## src/rtl/vip_median_filter_3x3_if.sv

```systemverilog
// Window-in / filtered-pixel-out bundle for the 3x3 median filter.
//   matrix_*  : frame syncs plus nine-pixel window from the matrix generator
//               (row 1 oldest line, column 3 newest pixel)
//   post_*    : syncs delayed 3 clk plus the filtered luma sample
// slave  : the filter side (consumes matrix_*, produces post_*)
// master : the upstream/downstream side driving the window and reading results
interface vip_median_filter_3x3_if;
    logic       matrix_frame_vsync;
    logic       matrix_frame_href;
    logic       matrix_frame_clken;
    logic [7:0] matrix_p11, matrix_p12, matrix_p13;
    logic [7:0] matrix_p21, matrix_p22, matrix_p23;
    logic [7:0] matrix_p31, matrix_p32, matrix_p33;
    logic       post_frame_vsync;
    logic       post_frame_href;
    logic       post_frame_clken;
    logic [7:0] post_img_Y;

    modport slave (
        input  matrix_frame_vsync, matrix_frame_href, matrix_frame_clken,
        input  matrix_p11, matrix_p12, matrix_p13,
        input  matrix_p21, matrix_p22, matrix_p23,
        input  matrix_p31, matrix_p32, matrix_p33,
        output post_frame_vsync, post_frame_href, post_frame_clken, post_img_Y
    );

    modport master (
        output matrix_frame_vsync, matrix_frame_href, matrix_frame_clken,
        output matrix_p11, matrix_p12, matrix_p13,
        output matrix_p21, matrix_p22, matrix_p23,
        output matrix_p31, matrix_p32, matrix_p33,
        input  post_frame_vsync, post_frame_href, post_frame_clken, post_img_Y
    );
endinterface

```

## src/rtl/vip_median_filter_3x3.sv

```systemverilog
// Three-stage pipelined 3x3 median filter for 8-bit grey video.
//   clk : pixel clock
//   rst : synchronous active-high reset (pipeline, counters, syncs -> 0)
//   bus : vip_median_filter_3x3_if.slave
//         in  matrix_frame_vsync/href/clken, matrix_p11..matrix_p33
//         out post_frame_vsync/href/clken (inputs delayed 3 clk), post_img_Y
// Stage 1 sorts each window row, stage 2 reduces to max-of-mins /
// mid-of-mids / min-of-maxes, stage 3 takes their median. Windows that reach
// outside the image (first two lines / first two pixels of a line) are
// replaced by p22 or 0 depending on BORDER_MODE.
module vip_median_filter_3x3 #(
    parameter logic [9:0] IMG_HDISP   = 10'd640,
    parameter logic [9:0] IMG_VDISP   = 10'd480,
    parameter logic       BORDER_MODE = 1'b1
) (
    input  logic                          clk,
    input  logic                          rst,
    vip_median_filter_3x3_if.slave        bus
);
    localparam int STAGES = 3;
    localparam int ROWS   = 3;

    typedef struct packed {
        logic vsync;
        logic href;
        logic clken;
    } sync_t;

    typedef struct packed {
        logic [7:0] max;
        logic [7:0] mid;
        logic [7:0] min;
    } sort3_t;

    // Full three-way sort with exactly three comparators.
    function automatic sort3_t sort3(input logic [7:0] a, b, c);
        sort3_t s;
        logic   ab, bc, ac;
        ab = (a >= b);
        bc = (b >= c);
        ac = (a >= c);
        if (ab && ac) begin
            s.max = a;
            s.mid = bc ? b : c;
            s.min = bc ? c : b;
        end else if (!ab && bc) begin
            s.max = b;
            s.mid = ac ? a : c;
            s.min = ac ? c : a;
        end else begin
            s.max = c;
            s.mid = ab ? a : b;
            s.min = ab ? b : a;
        end
        return s;
    endfunction

    function automatic logic [7:0] max3(input logic [7:0] a, b, c);
        logic [7:0] m;
        m = (a >= b) ? a : b;
        return (m >= c) ? m : c;
    endfunction

    function automatic logic [7:0] min3(input logic [7:0] a, b, c);
        logic [7:0] m;
        m = (a <= b) ? a : b;
        return (m <= c) ? m : c;
    endfunction

    function automatic logic [7:0] mid3(input logic [7:0] a, b, c);
        logic [7:0] lo, hi, hc;
        lo = (a <= b) ? a : b;
        hi = (a <= b) ? b : a;
        hc = (hi <= c) ? hi : c;
        return (lo >= hc) ? lo : hc;
    endfunction

    // ---------------- position counters ----------------
    logic       vsync_d, href_d;
    logic [9:0] col_cnt, row_cnt;
    logic       vsync_rise, href_fall, border_in;

    assign vsync_rise = bus.matrix_frame_vsync && !vsync_d;
    assign href_fall  = !bus.matrix_frame_href && href_d;
    // Pre-update counter values: the window being sampled this clk.
    assign border_in  = (col_cnt < 10'd2) || (row_cnt < 10'd2);

    always_ff @(posedge clk) begin
        if (rst) begin
            vsync_d <= 1'b0;
            href_d  <= 1'b0;
            col_cnt <= '0;
            row_cnt <= '0;
        end else begin
            vsync_d <= bus.matrix_frame_vsync;
            href_d  <= bus.matrix_frame_href;
            if (!bus.matrix_frame_href)
                col_cnt <= '0;
            else if (bus.matrix_frame_clken && col_cnt < IMG_HDISP - 10'd1)
                col_cnt <= col_cnt + 10'd1;
            // Frame start takes priority over a coincident end of line.
            if (vsync_rise)
                row_cnt <= '0;
            else if (href_fall && row_cnt < IMG_VDISP - 10'd1)
                row_cnt <= row_cnt + 10'd1;
        end
    end

    // ---------------- sync delay line ----------------
    sync_t              sync_in;
    sync_t [STAGES:1]   sync_pipe;

    assign sync_in = '{vsync: bus.matrix_frame_vsync,
                       href:  bus.matrix_frame_href,
                       clken: bus.matrix_frame_clken};

    always_ff @(posedge clk) begin
        if (rst) sync_pipe <= '0;
        else     sync_pipe <= {sync_pipe[STAGES-1:1], sync_in};
    end

    // ---------------- stage 1: per-row sort ----------------
    logic   [ROWS-1:0][2:0][7:0] win;
    sort3_t [ROWS-1:0]           row_sort;

    assign win[0] = {bus.matrix_p11, bus.matrix_p12, bus.matrix_p13};
    assign win[1] = {bus.matrix_p21, bus.matrix_p22, bus.matrix_p23};
    assign win[2] = {bus.matrix_p31, bus.matrix_p32, bus.matrix_p33};

    for (genvar r = 0; r < ROWS; r++) begin : g_row
        assign row_sort[r] = sort3(win[r][2], win[r][1], win[r][0]);
    end

    sort3_t [ROWS-1:0] s1_row;
    logic   [7:0]      s1_p22;
    logic              s1_border;

    always_ff @(posedge clk) begin
        if (rst) begin
            s1_row    <= '0;
            s1_p22    <= '0;
            s1_border <= 1'b0;
        end else begin
            s1_row    <= row_sort;
            s1_p22    <= bus.matrix_p22;
            s1_border <= border_in;
        end
    end

    // ---------------- stage 2: cross-row reduction ----------------
    logic [7:0] s2_max_of_mins, s2_mid_of_mids, s2_min_of_maxes, s2_p22;
    logic       s2_border;

    always_ff @(posedge clk) begin
        if (rst) begin
            s2_max_of_mins  <= '0;
            s2_mid_of_mids  <= '0;
            s2_min_of_maxes <= '0;
            s2_p22          <= '0;
            s2_border       <= 1'b0;
        end else begin
            s2_max_of_mins  <= max3(s1_row[0].min, s1_row[1].min, s1_row[2].min);
            s2_mid_of_mids  <= mid3(s1_row[0].mid, s1_row[1].mid, s1_row[2].mid);
            s2_min_of_maxes <= min3(s1_row[0].max, s1_row[1].max, s1_row[2].max);
            s2_p22          <= s1_p22;
            s2_border       <= s1_border;
        end
    end

    // ---------------- stage 3: median + border mux ----------------
    logic [7:0] s3_y;
    logic [7:0] border_val;

    assign border_val = BORDER_MODE ? s2_p22 : 8'd0;

    // sync_pipe[STAGES-1] is the href that lands in the output stage with
    // this result, so blanking uses it rather than the registered copy.
    always_ff @(posedge clk) begin
        if (rst)
            s3_y <= '0;
        else if (!sync_pipe[STAGES-1].href)
            s3_y <= '0;
        else if (s2_border)
            s3_y <= border_val;
        else
            s3_y <= mid3(s2_max_of_mins, s2_mid_of_mids, s2_min_of_maxes);
    end

    assign bus.post_frame_vsync = sync_pipe[STAGES].vsync;
    assign bus.post_frame_href  = sync_pipe[STAGES].href;
    assign bus.post_frame_clken = sync_pipe[STAGES].clken;
    assign bus.post_img_Y       = s3_y;
endmodule

```

## src/flat_wrapper.sv

```systemverilog
// flat-port wrapper written by rule: the top's interface ports become plain ports
module vip_median_filter_3x3_flat 
#(
    parameter logic [9:0] IMG_HDISP   = 10'd640,
    parameter logic [9:0] IMG_VDISP   = 10'd480,
    parameter logic       BORDER_MODE = 1'b1
)
  (clk, rst, bus_matrix_frame_vsync, bus_matrix_frame_href, bus_matrix_frame_clken, bus_matrix_p11, bus_matrix_p12, bus_matrix_p13, bus_matrix_p21, bus_matrix_p22, bus_matrix_p23, bus_matrix_p31, bus_matrix_p32, bus_matrix_p33, bus_post_frame_vsync, bus_post_frame_href, bus_post_frame_clken, bus_post_img_Y);
  vip_median_filter_3x3_if bus_i ();
  input  logic clk;
  input  logic rst;
  input wire logic [$bits(bus_i.matrix_frame_vsync)-1:0] bus_matrix_frame_vsync;
  input wire logic [$bits(bus_i.matrix_frame_href)-1:0] bus_matrix_frame_href;
  input wire logic [$bits(bus_i.matrix_frame_clken)-1:0] bus_matrix_frame_clken;
  input wire logic [$bits(bus_i.matrix_p11)-1:0] bus_matrix_p11;
  input wire logic [$bits(bus_i.matrix_p12)-1:0] bus_matrix_p12;
  input wire logic [$bits(bus_i.matrix_p13)-1:0] bus_matrix_p13;
  input wire logic [$bits(bus_i.matrix_p21)-1:0] bus_matrix_p21;
  input wire logic [$bits(bus_i.matrix_p22)-1:0] bus_matrix_p22;
  input wire logic [$bits(bus_i.matrix_p23)-1:0] bus_matrix_p23;
  input wire logic [$bits(bus_i.matrix_p31)-1:0] bus_matrix_p31;
  input wire logic [$bits(bus_i.matrix_p32)-1:0] bus_matrix_p32;
  input wire logic [$bits(bus_i.matrix_p33)-1:0] bus_matrix_p33;
  output wire logic [$bits(bus_i.post_frame_vsync)-1:0] bus_post_frame_vsync;
  output wire logic [$bits(bus_i.post_frame_href)-1:0] bus_post_frame_href;
  output wire logic [$bits(bus_i.post_frame_clken)-1:0] bus_post_frame_clken;
  output wire logic [$bits(bus_i.post_img_Y)-1:0] bus_post_img_Y;
  assign bus_i.matrix_frame_vsync = bus_matrix_frame_vsync;
  assign bus_i.matrix_frame_href = bus_matrix_frame_href;
  assign bus_i.matrix_frame_clken = bus_matrix_frame_clken;
  assign bus_i.matrix_p11 = bus_matrix_p11;
  assign bus_i.matrix_p12 = bus_matrix_p12;
  assign bus_i.matrix_p13 = bus_matrix_p13;
  assign bus_i.matrix_p21 = bus_matrix_p21;
  assign bus_i.matrix_p22 = bus_matrix_p22;
  assign bus_i.matrix_p23 = bus_matrix_p23;
  assign bus_i.matrix_p31 = bus_matrix_p31;
  assign bus_i.matrix_p32 = bus_matrix_p32;
  assign bus_i.matrix_p33 = bus_matrix_p33;
  assign bus_post_frame_vsync = bus_i.post_frame_vsync;
  assign bus_post_frame_href = bus_i.post_frame_href;
  assign bus_post_frame_clken = bus_i.post_frame_clken;
  assign bus_post_img_Y = bus_i.post_img_Y;
  vip_median_filter_3x3 #(.IMG_HDISP(IMG_HDISP), .IMG_VDISP(IMG_VDISP), .BORDER_MODE(BORDER_MODE)) u_core (.clk(clk), .rst(rst), .bus(bus_i));
endmodule
```

## config.mk

```make
export PLATFORM = sky130hd
export DESIGN_NAME = vip_median_filter_3x3_flat
export DESIGN_NICKNAME = d
export VERILOG_FILES = /design/src/rtl/vip_median_filter_3x3_if.sv /design/src/rtl/vip_median_filter_3x3.sv /design/src/flat_wrapper.sv
export SDC_FILE = /design/constraint.sdc
export NUM_CORES = 1
export LEC_CHECK = 0
export ABC_AREA = 1
export CAP_MARGIN = 25
export CORE_MARGIN = 2
export CORE_UTILIZATION = 35
export CTS_BUF_LIST = sky130_fd_sc_hd__clkbuf_8
export CTS_CLUSTER_SIZE = 10
export DETAILED_ROUTE_END_ITERATION = 8
export PLACE_DENSITY_LB_ADDON = 0.08
export SYNTH_ARGS = -nofsm -noshare
export SYNTH_HDL_FRONTEND = slang
export SYNTH_SLANG_ARGS = --single-unit
```

## constraint.sdc

```tcl
create_clock -name clk -period 4.06 [get_ports clk]
set_input_delay 0.812 -clock clk [delete_from_list [all_inputs] [get_ports clk]]
set_output_delay 0.812 -clock clk [all_outputs]
set_load 0.02 [all_outputs]
```

; ---- Word-level counts from Yosys, hierarchy flattened
; Cells that the tools add are included.
[word_totals]
reg_bits = 151
input_bits = 77
output_inout_bits = 11
[classes]
add_sub_neg = 2
magnitude_cmp = 23
muxes = 37
n_bitwise = 2
n_reduce_logical = 19
[op_table]
columns = cell, count
row1 = $mux W8, 31
row2 = $mux W24, 6
row3 = $ge A8 B8 Y1, 13
row4 = $le A8 B8 Y1, 6
row5 = $add A10 B1 Y10 const B, 2
row6 = $lt A10 B2 Y1 const B, 2
row7 = $logic_and A1 B1 Y1, 10
row8 = $lt A10 B10 Y1 const B, 1
row9 = $lt A10 B9 Y1 const B, 1
row10 = $reduce_or A2 Y1, 3
row11 = $logic_not A1 Y1, 5
row12 = $not A1 Y1, 2
row13 = $logic_or A1 B1 Y1, 1

; ---- Depth between registers and ports, before layout
; Gate-level depths: netlist of the first run.
[logic_depth]
word_depth = 7
mapped_depth = 37
depth_no_buf = 36

; ---- Worst setup path before layout of the first run
; OpenSTA, ideal clock, no wires.
[synth_path]
path_kind = register to register
from = register u_core.s1_row[37] (netlist name)
to = register u_core.s2_mid_of_mids[0]
setup_time_ps = 109
t_arrival_ps = 3952
setup_slack_ps = -1
stages_incl_launch_ff = 31
n_path_buf = 1
cell_sequence = dfxtp_1 inv_1 ha_1 a21oi_1 nor2_1 nor2_1 nand3_2 nand2_2 buf_4 nand2_1 and2_1 ha_1 inv_1 nor2_1 o21ai_0 nand2_1 nand2_1 o211ai_1 nand2_1 inv_1 nand2_1 and2_1 ha_1 a21oi_1 nor2_1 a211oi_1 nand3_1 inv_1 nand3_1 nand2_1 inv_1
[synth_between]
elab_chain_len = 6
word_cells_on_any_way = 7
cone_classes = 3 x order compare / 4 x mux
[synth_rtl]
columns = element, line_no
row1 = "start, declared", vip_median_filter_3x3.sv:134  ; sort3_t [ROWS-1:0] s1_row;
row2 = "start signal, assigned", vip_median_filter_3x3.sv:144  ; s1_row <= row_sort;
row3 = $le A8 B8 Y1, "vip_median_filter_3x3.sv:72, vip_median_filter_3x3.sv:73"
row4 = $mux W8, vip_median_filter_3x3.sv:73  ; hi = (a <= b) ? b : a;
row5 = $le A8 B8 Y1, vip_median_filter_3x3.sv:74  ; hc = (hi <= c) ? hi : c;
row6 = $mux W8, vip_median_filter_3x3.sv:74
row7 = $ge A8 B8 Y1, vip_median_filter_3x3.sv:75  ; return (lo >= hc) ? lo : hc;
row8 = $mux W8 (*), vip_median_filter_3x3.sv:75
row9 = "end signal, assigned", vip_median_filter_3x3.sv:163  ; s2_mid_of_mids <= mid3(s1_row[0].mid, s1_row[1].mid, s1_row[2].mid);
row10 = "end, declared", vip_median_filter_3x3.sv:151  ; logic [7:0] s2_max_of_mins, s2_mid_of_mids, s2_min_of_maxes, s2_p22;
; Every way passes the cells marked *; elsewhere a longest branch is shown, timed or not.
; A chain may end at the register's enable or synchronous reset.

; ---- Worst setup path after layout of the first run
[layout_path]
from = register u_core.s1_row[14] (netlist name)
to = register u_core.s2_mid_of_mids[5]
; Same word-level chain as after synthesis.

==> results of run 1 <==
power breakdown:
part	total [mW]	internal (mW)	switching (mW)
Combinational	10.8	4.98	5.81
Sequential	1.91	1.74	0.172
Clock	1.18	0.473	0.707
critical path: cells and delay by family, from the launching register on:
family / cells / cell delay (ns)
DFF: 1 / 0.36
adders and majority gates: 3 / 0.84
and+or+nand+nor: 18 / 1.87
AOI/OAI and AO/OA: 2 / 0.16
buffers and inverters: 8 / 0.67
layout make-up:
cell class / count / area, µm² / share of cell area [%]
multi-input cells: 1499 / 9330 / 56.6
flip-flops and latches: 151 / 3040 / 18.4
repair buffers: 215 / 1920 / 11.6
inverters: 312 / 1200 / 7.30
well taps: 468 / 586 / 3.55
clock buffers: 17 / 234 / 1.42
clock inverters: 15 / 183 / 1.11
per-layer routing:
layer  vias up  wire [µm]  global-route usage (%)
met5         -          0                       0
met4         0        765                    5.26
met3        41       1400                    2.36
met2       274      19800                    35.6
met1      6235      20500                    30.0
li1       6983          -                       -
timing repair:
action / 4_1_cts / 5_1_grt
resized for setup: 47 / 170
gates cloned: 2 / 3
pin swaps: 18 / 67
hold endpoints to repair: 0 / 0
endpoints found under the setup margin: 8 / 16
setup buffers: 4 / 6
metrics by stage:
stage | utilization, % | hold slack, ns | power [mW] | TNS (ns) | setup slack, ns
floorplan | - | 0.388 | 6.85 | 0 | 0.0417
global placement | 40.8 | 0.392 | 9.65 | -1.39 | -0.205
detailed placement | 40.8 | 0.395 | 9.74 | -1.57 | -0.217
CTS | 42.5 | 0.398 | 11.3 | 0 | 0.00486
global route | 45.0 | 0.409 | 15.2 | -1.30 | -0.174
finish | 45.0 | 0.392 | 13.9 | 0 | 0.0593
cell families after synthesis:
| logic type | share of synthesized area (%) |
|---|---|
| compound gates | 14.8 |
| xor+xnor | 0.201 |
| fa+ha+maj | 14.7 |
| buf+inv | 12.2 |
| flops | 23.1 |
| simple gates | 34.9 |
cells in the mapped netlist (all sizes together), types with 7 or more instances:
| master | n |
|---|---|
| nand2 | 642 |
| inv | 309 |
| ha | 154 |
| dfxtp | 151 |
| nand3 | 149 |
| o21ai | 148 |
| a21oi | 107 |
| nor2 | 90 |
| nand4 | 67 |
| buf | 52 |
| a31oi | 32 |
| o211ai | 29 |
| and2 | 24 |
| clkbuf | 18 |
| o21bai | 13 |
| nor3 | 11 |
| o21a | 9 |
| nand3b | 7 |
registers in the layout, summed over array words and instances, names as in the netlist, 8 cells and up:
register and count:
u_core.s1_row 72, u_core.bus.post_img_Y 8, u_core.col_cnt 10, u_core.border_val 8, u_core.s2_max_of_mins 8, u_core.row_cnt 10
u_core.s1_p22 8, u_core.s2_mid_of_mids 8, u_core.s2_min_of_maxes 8
path summary, 6_finish.rpt:
path	end	slack [ns]	cells past startpoint
hold reg to reg	u_core.border_val[1]	0.39	2
hold / removal	u_core.border_val[1]	0.39	2
setup / recovery	u_core.s2_mid_of_mids[5]	0.06	31
setup reg to reg	u_core.s2_mid_of_mids[5]	0.06	31
==> summary.md, run 1 <==
- share of final-layout standard cells stronger than drive strength 1: 17.7%
- Max Transition Viols Final: 0
- number of nets in the final layout: 2427
- Routed wire per std cell: 15.9 µm
- RSZ-0062 raised after global routing: yes
- clock insertion delay at the later pin of the skew report: 0.48 ns
- Clock Skew: 0.0207 ns
- cell count after placement: 2630
- Async SR Flop Fraction: 0%
- static leakage: 8.25 nW
- sum of overflow across all layers after global routing: 0
- wirelength, routed: 42400 µm
- number of vias after detailed routing: 13500
- H-tree levels: 4
- average cell area after synthesis: 6.44 µm²
- slowest cell delay on critical path: 0.36 ns
- count of endpoints failing hold in the final timing report: 0
- most common library cell in the layout ignoring fill and taps: sky130_fd_sc_hd__nand2_1
- starting density of the core: 35.6%
- via count of the first global-routing pass: 12700
- main area contributors after synthesis: sky130_fd_sc_hd__dfxtp_1 (23%), sky130_fd_sc_hd__nand2_1 (18%), sky130_fd_sc_hd__ha_1 (15%), sky130_fd_sc_hd__inv_1 (8.6%), sky130_fd_sc_hd__nand3_1 (5.3%)
- final period demand of the worst path: 4.00 ns
- setup-violating endpoint count in the final report: 0
- overall die height: 197 µm
- Tightest Hold Check Type: reg -> reg
- number of synthesized flops with an enable pin: 0
- post-CTS clock slew at the launch and capture registers of the worst setup and hold paths: 0.10 ns
- fraction of the yosys area taken by sequential cells: 23.1%
- actual transition at the worst max-transition pin: 0.972 ns
- most frequent cell on the critical path: sky130_fd_sc_hd__nand2_1
- number of I/O port buffers: 87
- n_diodes: 0
- number of antenna violations at the first check in global routing: 0
- Setup crit end kind: flop
- Die Span X: 197 µm
- slowest stage cell, crit path: sky130_fd_sc_hd__dfxtp_1
- Netlist Area Pre-Place: 13100 µm²
- number of nets with antenna violations after routing: 0
- kind of start point of the critical path: flop
- overall global routing resource usage: 21.6%
- most frequent cells in the layout: sky130_fd_sc_hd__nand2_1 (593), sky130_fd_sc_hd__inv_1 (281), sky130_fd_sc_hd__dfxtp_1 (136), sky130_fd_sc_hd__ha_1 (124), sky130_fd_sc_hd__buf_4 (113)
- Yosys top cell by area: sky130_fd_sc_hd__dfxtp_1
- half-perimeter wire length after placement: 32200 µm
- area after detailed placement: 15000 µm²
- CTS root buf: sky130_fd_sc_hd__clkbuf_8
- worst-case vdd ir drop: 1.01 mV
- Yosys reg bits: 151
- global placer's final weighted congestion: 0.876
- final worst-path cycle share: 98.5%
- launching point of the worst reg2reg path: u_core.s1_row[14]
- fill cell count: 3797
- initial drt markers: 656
- non-filler instance count after layout: 2677
- number of standard-cell rows in the floorplan: 70
- crit path max fanout: 7
- area added between synthesis and finish: 26.1%
- total nets after synthesis: 2262
- Longest Clk Path Bufs: 2
- worst setup path startpoint: u_core.s1_row[14]
- tightest slew margin relative to the limit: 35.2%
- number of detailed-routing iterations run before antenna repair: 5
- vias per cell: 5.06
- wire length of the first global-routing pass: 67200 µm
- hold_buf cts: 0
- maximum clock rate: 250 MHz
- Worst Path Required: 4.43 ns
- area of the core region: 36700 µm²
- max-capacitance violation count: 0
- most used flip-flop cell after synthesis: sky130_fd_sc_hd__dfxtp_1
- fraction of post-synthesis cell area in the top cell type by area: 23.1%
- area enclosed by the die boundary: 38900 µm²
- outcome: completed
- worst setup path category: reg -> reg
- CTS tree: built
- number of remaining DRC errors: 0
- maximum number of pins on one net before global-route repair: 82
- endpoint arrival time on the critical path: 4.37 ns
- TritonCTS Sinks: 151
- boundary pin count: 88
- hold path startpoint: u_core.s1_p22[1]
- post-synthesis cell type count: 46
- final cell area excluding filler cells: 16500 µm²
- number of buffers created by CTS: 17
- total of warnings raised by yosys: 0
- post-synthesis cell count: 2031
- power density cells: 841 nW/µm²
Note: power is estimated with default switching activity, not from simulation.
==> run 2, diff against run 1 <==
--- a/config.mk
+++ b/config.mk
@@ -13,6 +13,7 @@
 export CTS_CLUSTER_SIZE = 10
 export DETAILED_ROUTE_END_ITERATION = 8
 export PLACE_DENSITY_LB_ADDON = 0.08
+export SKIP_CTS_REPAIR_TIMING = 1
 export SYNTH_ARGS = -nofsm -noshare
 export SYNTH_HDL_FRONTEND = slang
 export SYNTH_SLANG_ARGS = --single-unit
==> run 2 against run 1 <==
Net effect: non-clock buffer count is 3 lower; sequential cell count stayed put; clock skew hardly changed; combinational power is 4% lower; largest cell class unchanged.
==> summary.md, run 2 (synthesis results as in run 1) <==
- outcome: completed, unchanged
- endpoint arrival time on the critical path: 4.39 ns, was 4.37 ns
- met2 track demand over resource: 35.1%, was 35.6%
- starting density of the core: 35.6%, unchanged
- Post-Route Hold Slack: 0.392 ns, about the same
- Setup crit end kind: flop, unchanged
- overall global routing resource usage: 21.4%, was 21.6%
- Sequential Power Share: 14.1%, was 13.7%
- share of final-layout standard cells stronger than drive strength 1: 17.1%, was 17.7%
- area enclosed by the die boundary: 38900 µm², unchanged
- vias per cell: 5.07, was 5.06
- number of vias after detailed routing: 13600, was 13500
- overall die height: 197 µm, unchanged
- global placer's final weighted congestion: 0.876, unchanged
- utilization after layout: 44.7%, was 45.0%
- area added between synthesis and finish: 25.3%, was 26.1%
- Setup WS post-layout: 0.0336 ns, was 0.0593 ns
- crit path max fanout: 8, was 7
- sequential standard cell area: 3050 µm², was 3040 µm²
- worst-case vdd ir drop: 0.995 mV, was 1.01 mV
- area of the core region: 36700 µm², unchanged
- Overall Power: 13.5 mW, was 13.9 mW
- initial drt markers: 669, was 656
- Longest Clk Path Bufs: 2, unchanged
- power density cells: 823 nW/µm², was 841 nW/µm²
- max-capacitance violation count: 0, unchanged
- Tightest Hold Check Type: reg -> reg, unchanged
- count of endpoints failing hold in the final timing report: 0, unchanged
- via count of the first global-routing pass: 12600, was 12700
- CTS tree: built, unchanged
- maximum clock rate: 248 MHz, was 250 MHz
- final worst-path cycle share: 99.2%, was 98.5%
- H-tree levels: 4, unchanged
- most common library cell in the layout ignoring fill and taps: sky130_fd_sc_hd__nand2_1, unchanged
- number of antenna violations at the first check in global routing: 0, unchanged
- kind of start point of the critical path: flop, unchanged
- global-route met3 utilization: 2.19%, was 2.36%
- Largest regs: u_core.s1_row (72), u_core.col_cnt (10), u_core.row_cnt (10), unchanged
- slowest cell delay on critical path: 0.36 ns, about the same
- maximum number of pins on one net before global-route repair: 82, unchanged
- most frequent cells in the layout: sky130_fd_sc_hd__nand2_1 (595), sky130_fd_sc_hd__inv_1 (281), sky130_fd_sc_hd__dfxtp_1 (133), sky130_fd_sc_hd__ha_1 (124), sky130_fd_sc_hd__nand3_1 (114), was sky130_fd_sc_hd__nand2_1 (593), sky130_fd_sc_hd__inv_1 (281), sky130_fd_sc_hd__dfxtp_1 (136), sky130_fd_sc_hd__ha_1 (124), sky130_fd_sc_hd__buf_4 (113)
- total area of multi-input combinational cells: 9250 µm², was 9330 µm²
- GR Util met1: 30.0%, about the same
- layer carrying the most global-route usage: met2, unchanged
- Die Span X: 197 µm, unchanged
- setup-violating endpoint count in the final report: 0, unchanged
- Clock Skew: 0.0211 ns, was 0.0207 ns
- net switching power: 6.49 mW, was 6.69 mW
- final sum of negative setup slack: 0 ns, unchanged
- n_diodes: 0, unchanged
- Worst Path Required: 4.43 ns, about the same
- switching share of power: 48.1%, was 48.2%
- max reg flops: 72, unchanged
- number of buffers created by CTS: 17, unchanged
- cell count after placement: 2630, unchanged
- final period demand of the worst path: 4.03 ns, was 4.00 ns
- register-to-register setup slack: 0.03 ns, was 0.06 ns
- number of I/O port buffers: 87, unchanged
- RSZ-0062 raised after global routing: yes, unchanged
- sum of overflow across all layers after global routing: 0, unchanged
- fill cell count: 3806, was 3797
- number of nets in the final layout: 2423, was 2427
- wirelength, routed: 42300 µm, was 42400 µm
- final cell area excluding filler cells: 16400 µm², was 16500 µm²
- post-CTS clock slew at the launch and capture registers of the worst setup and hold paths: 0.10 ns, about the same
- boundary pin count: 88, unchanged
- register name with the most flops: u_core.s1_row, unchanged
- number of nets with antenna violations after routing: 0, unchanged
- tightest slew margin relative to the limit: 35.0%, was 35.2%
- Cell Int Power: 7.00 mW, was 7.18 mW
- wire length of the first global-routing pass: 66800 µm, was 67200 µm
- slowest stage cell, crit path: sky130_fd_sc_hd__dfxtp_2, was sky130_fd_sc_hd__dfxtp_1
- number of detailed-routing iterations run before antenna repair: 5, unchanged
- part of the power in combinational logic: 77.1%, was 77.7%
- clock insertion delay at the later pin of the skew report: 0.48 ns, about the same
- number of standard-cell rows in the floorplan: 70, unchanged
- half-perimeter wire length after placement: 32200 µm, unchanged
- Max Transition Viols Final: 0, unchanged
- number of remaining DRC errors: 0, unchanged
- actual transition at the worst max-transition pin: 0.969 ns, was 0.972 ns
- static leakage: 8.21 nW, was 8.25 nW
- non-filler instance count after layout: 2673, was 2677
- area after detailed placement: 15000 µm², unchanged
- pre-CTS worst setup slack: -0.217 ns, unchanged
- TritonCTS Sinks: 151, unchanged
- Routed wire per std cell: 15.8 µm, was 15.9 µm
- Clock Power Share: 8.7%, was 8.5%
- CTS root buf: sky130_fd_sc_hd__clkbuf_8, unchanged
- worst setup path category: reg -> reg, unchanged
==> run 2: cell types whose count changed in the layout (fill, tap and decap cells not counted), sizes merged <==
cell and change:
buf -3, clkinv +1, inv -1, nand2 -1
==> run 2: power by group through the flow <==
stage / registers (mW) / clock network [mW] / logic, mW
CTS: 1.89 / 1.22 / 7.85
floorplan: 1.88 / 0 / 4.97
global placement: 1.92 / 0 / 7.72
detailed placement: 1.92 / 0 / 7.82
global route: 1.93 / 1.28 / 11.6
finish: 1.91 / 1.18 / 10.4
==> run 2: final timing paths <==
kind | startpoint | endpoint | cells after the start
setup / recovery | u_core.s1_row[33] | u_core.s2_mid_of_mids[7] | 30
hold / removal | u_core.s1_p22[1] | u_core.border_val[1] | 2
setup reg to reg | u_core.s1_row[33] | u_core.s2_mid_of_mids[7] | 30
hold reg to reg | u_core.s1_p22[1] | u_core.border_val[1] | 2
==> run 2: worst max-delay path, delay by kind of cell, from the launching register on <==
| family | cells | cell delay, ns |
|---|---|---|
| and+or+nand+nor | 14 | 1.44 |
| adders and majority gates | 3 | 0.74 |
| buffers and inverters | 7 | 0.64 |
| DFF | 1 | 0.36 |
| AOI/OAI and AO/OA | 6 | 0.72 |
==> run 2: layout make-up <==
| type | instances | share of cell area (%) |
|---|---|---|
| multi-input combinational | 1498 | 56.4 |
| sequential | 151 | 18.6 |
| timing repair buffer | 212 | 11.6 |
| inverter | 312 | 7.33 |
| tap | 468 | 3.57 |
| clock buffer | 17 | 1.43 |
| clock inverter | 15 | 1.11 |
==> run 2: layer usage <==
layer | up-vias | routed length [µm]
li1 | 6974 | -
met1 | 6266 | 20400
met2 | 276 | 19800
met3 | 41 | 1370
met4 | 0 | 748
met5 | - | 0
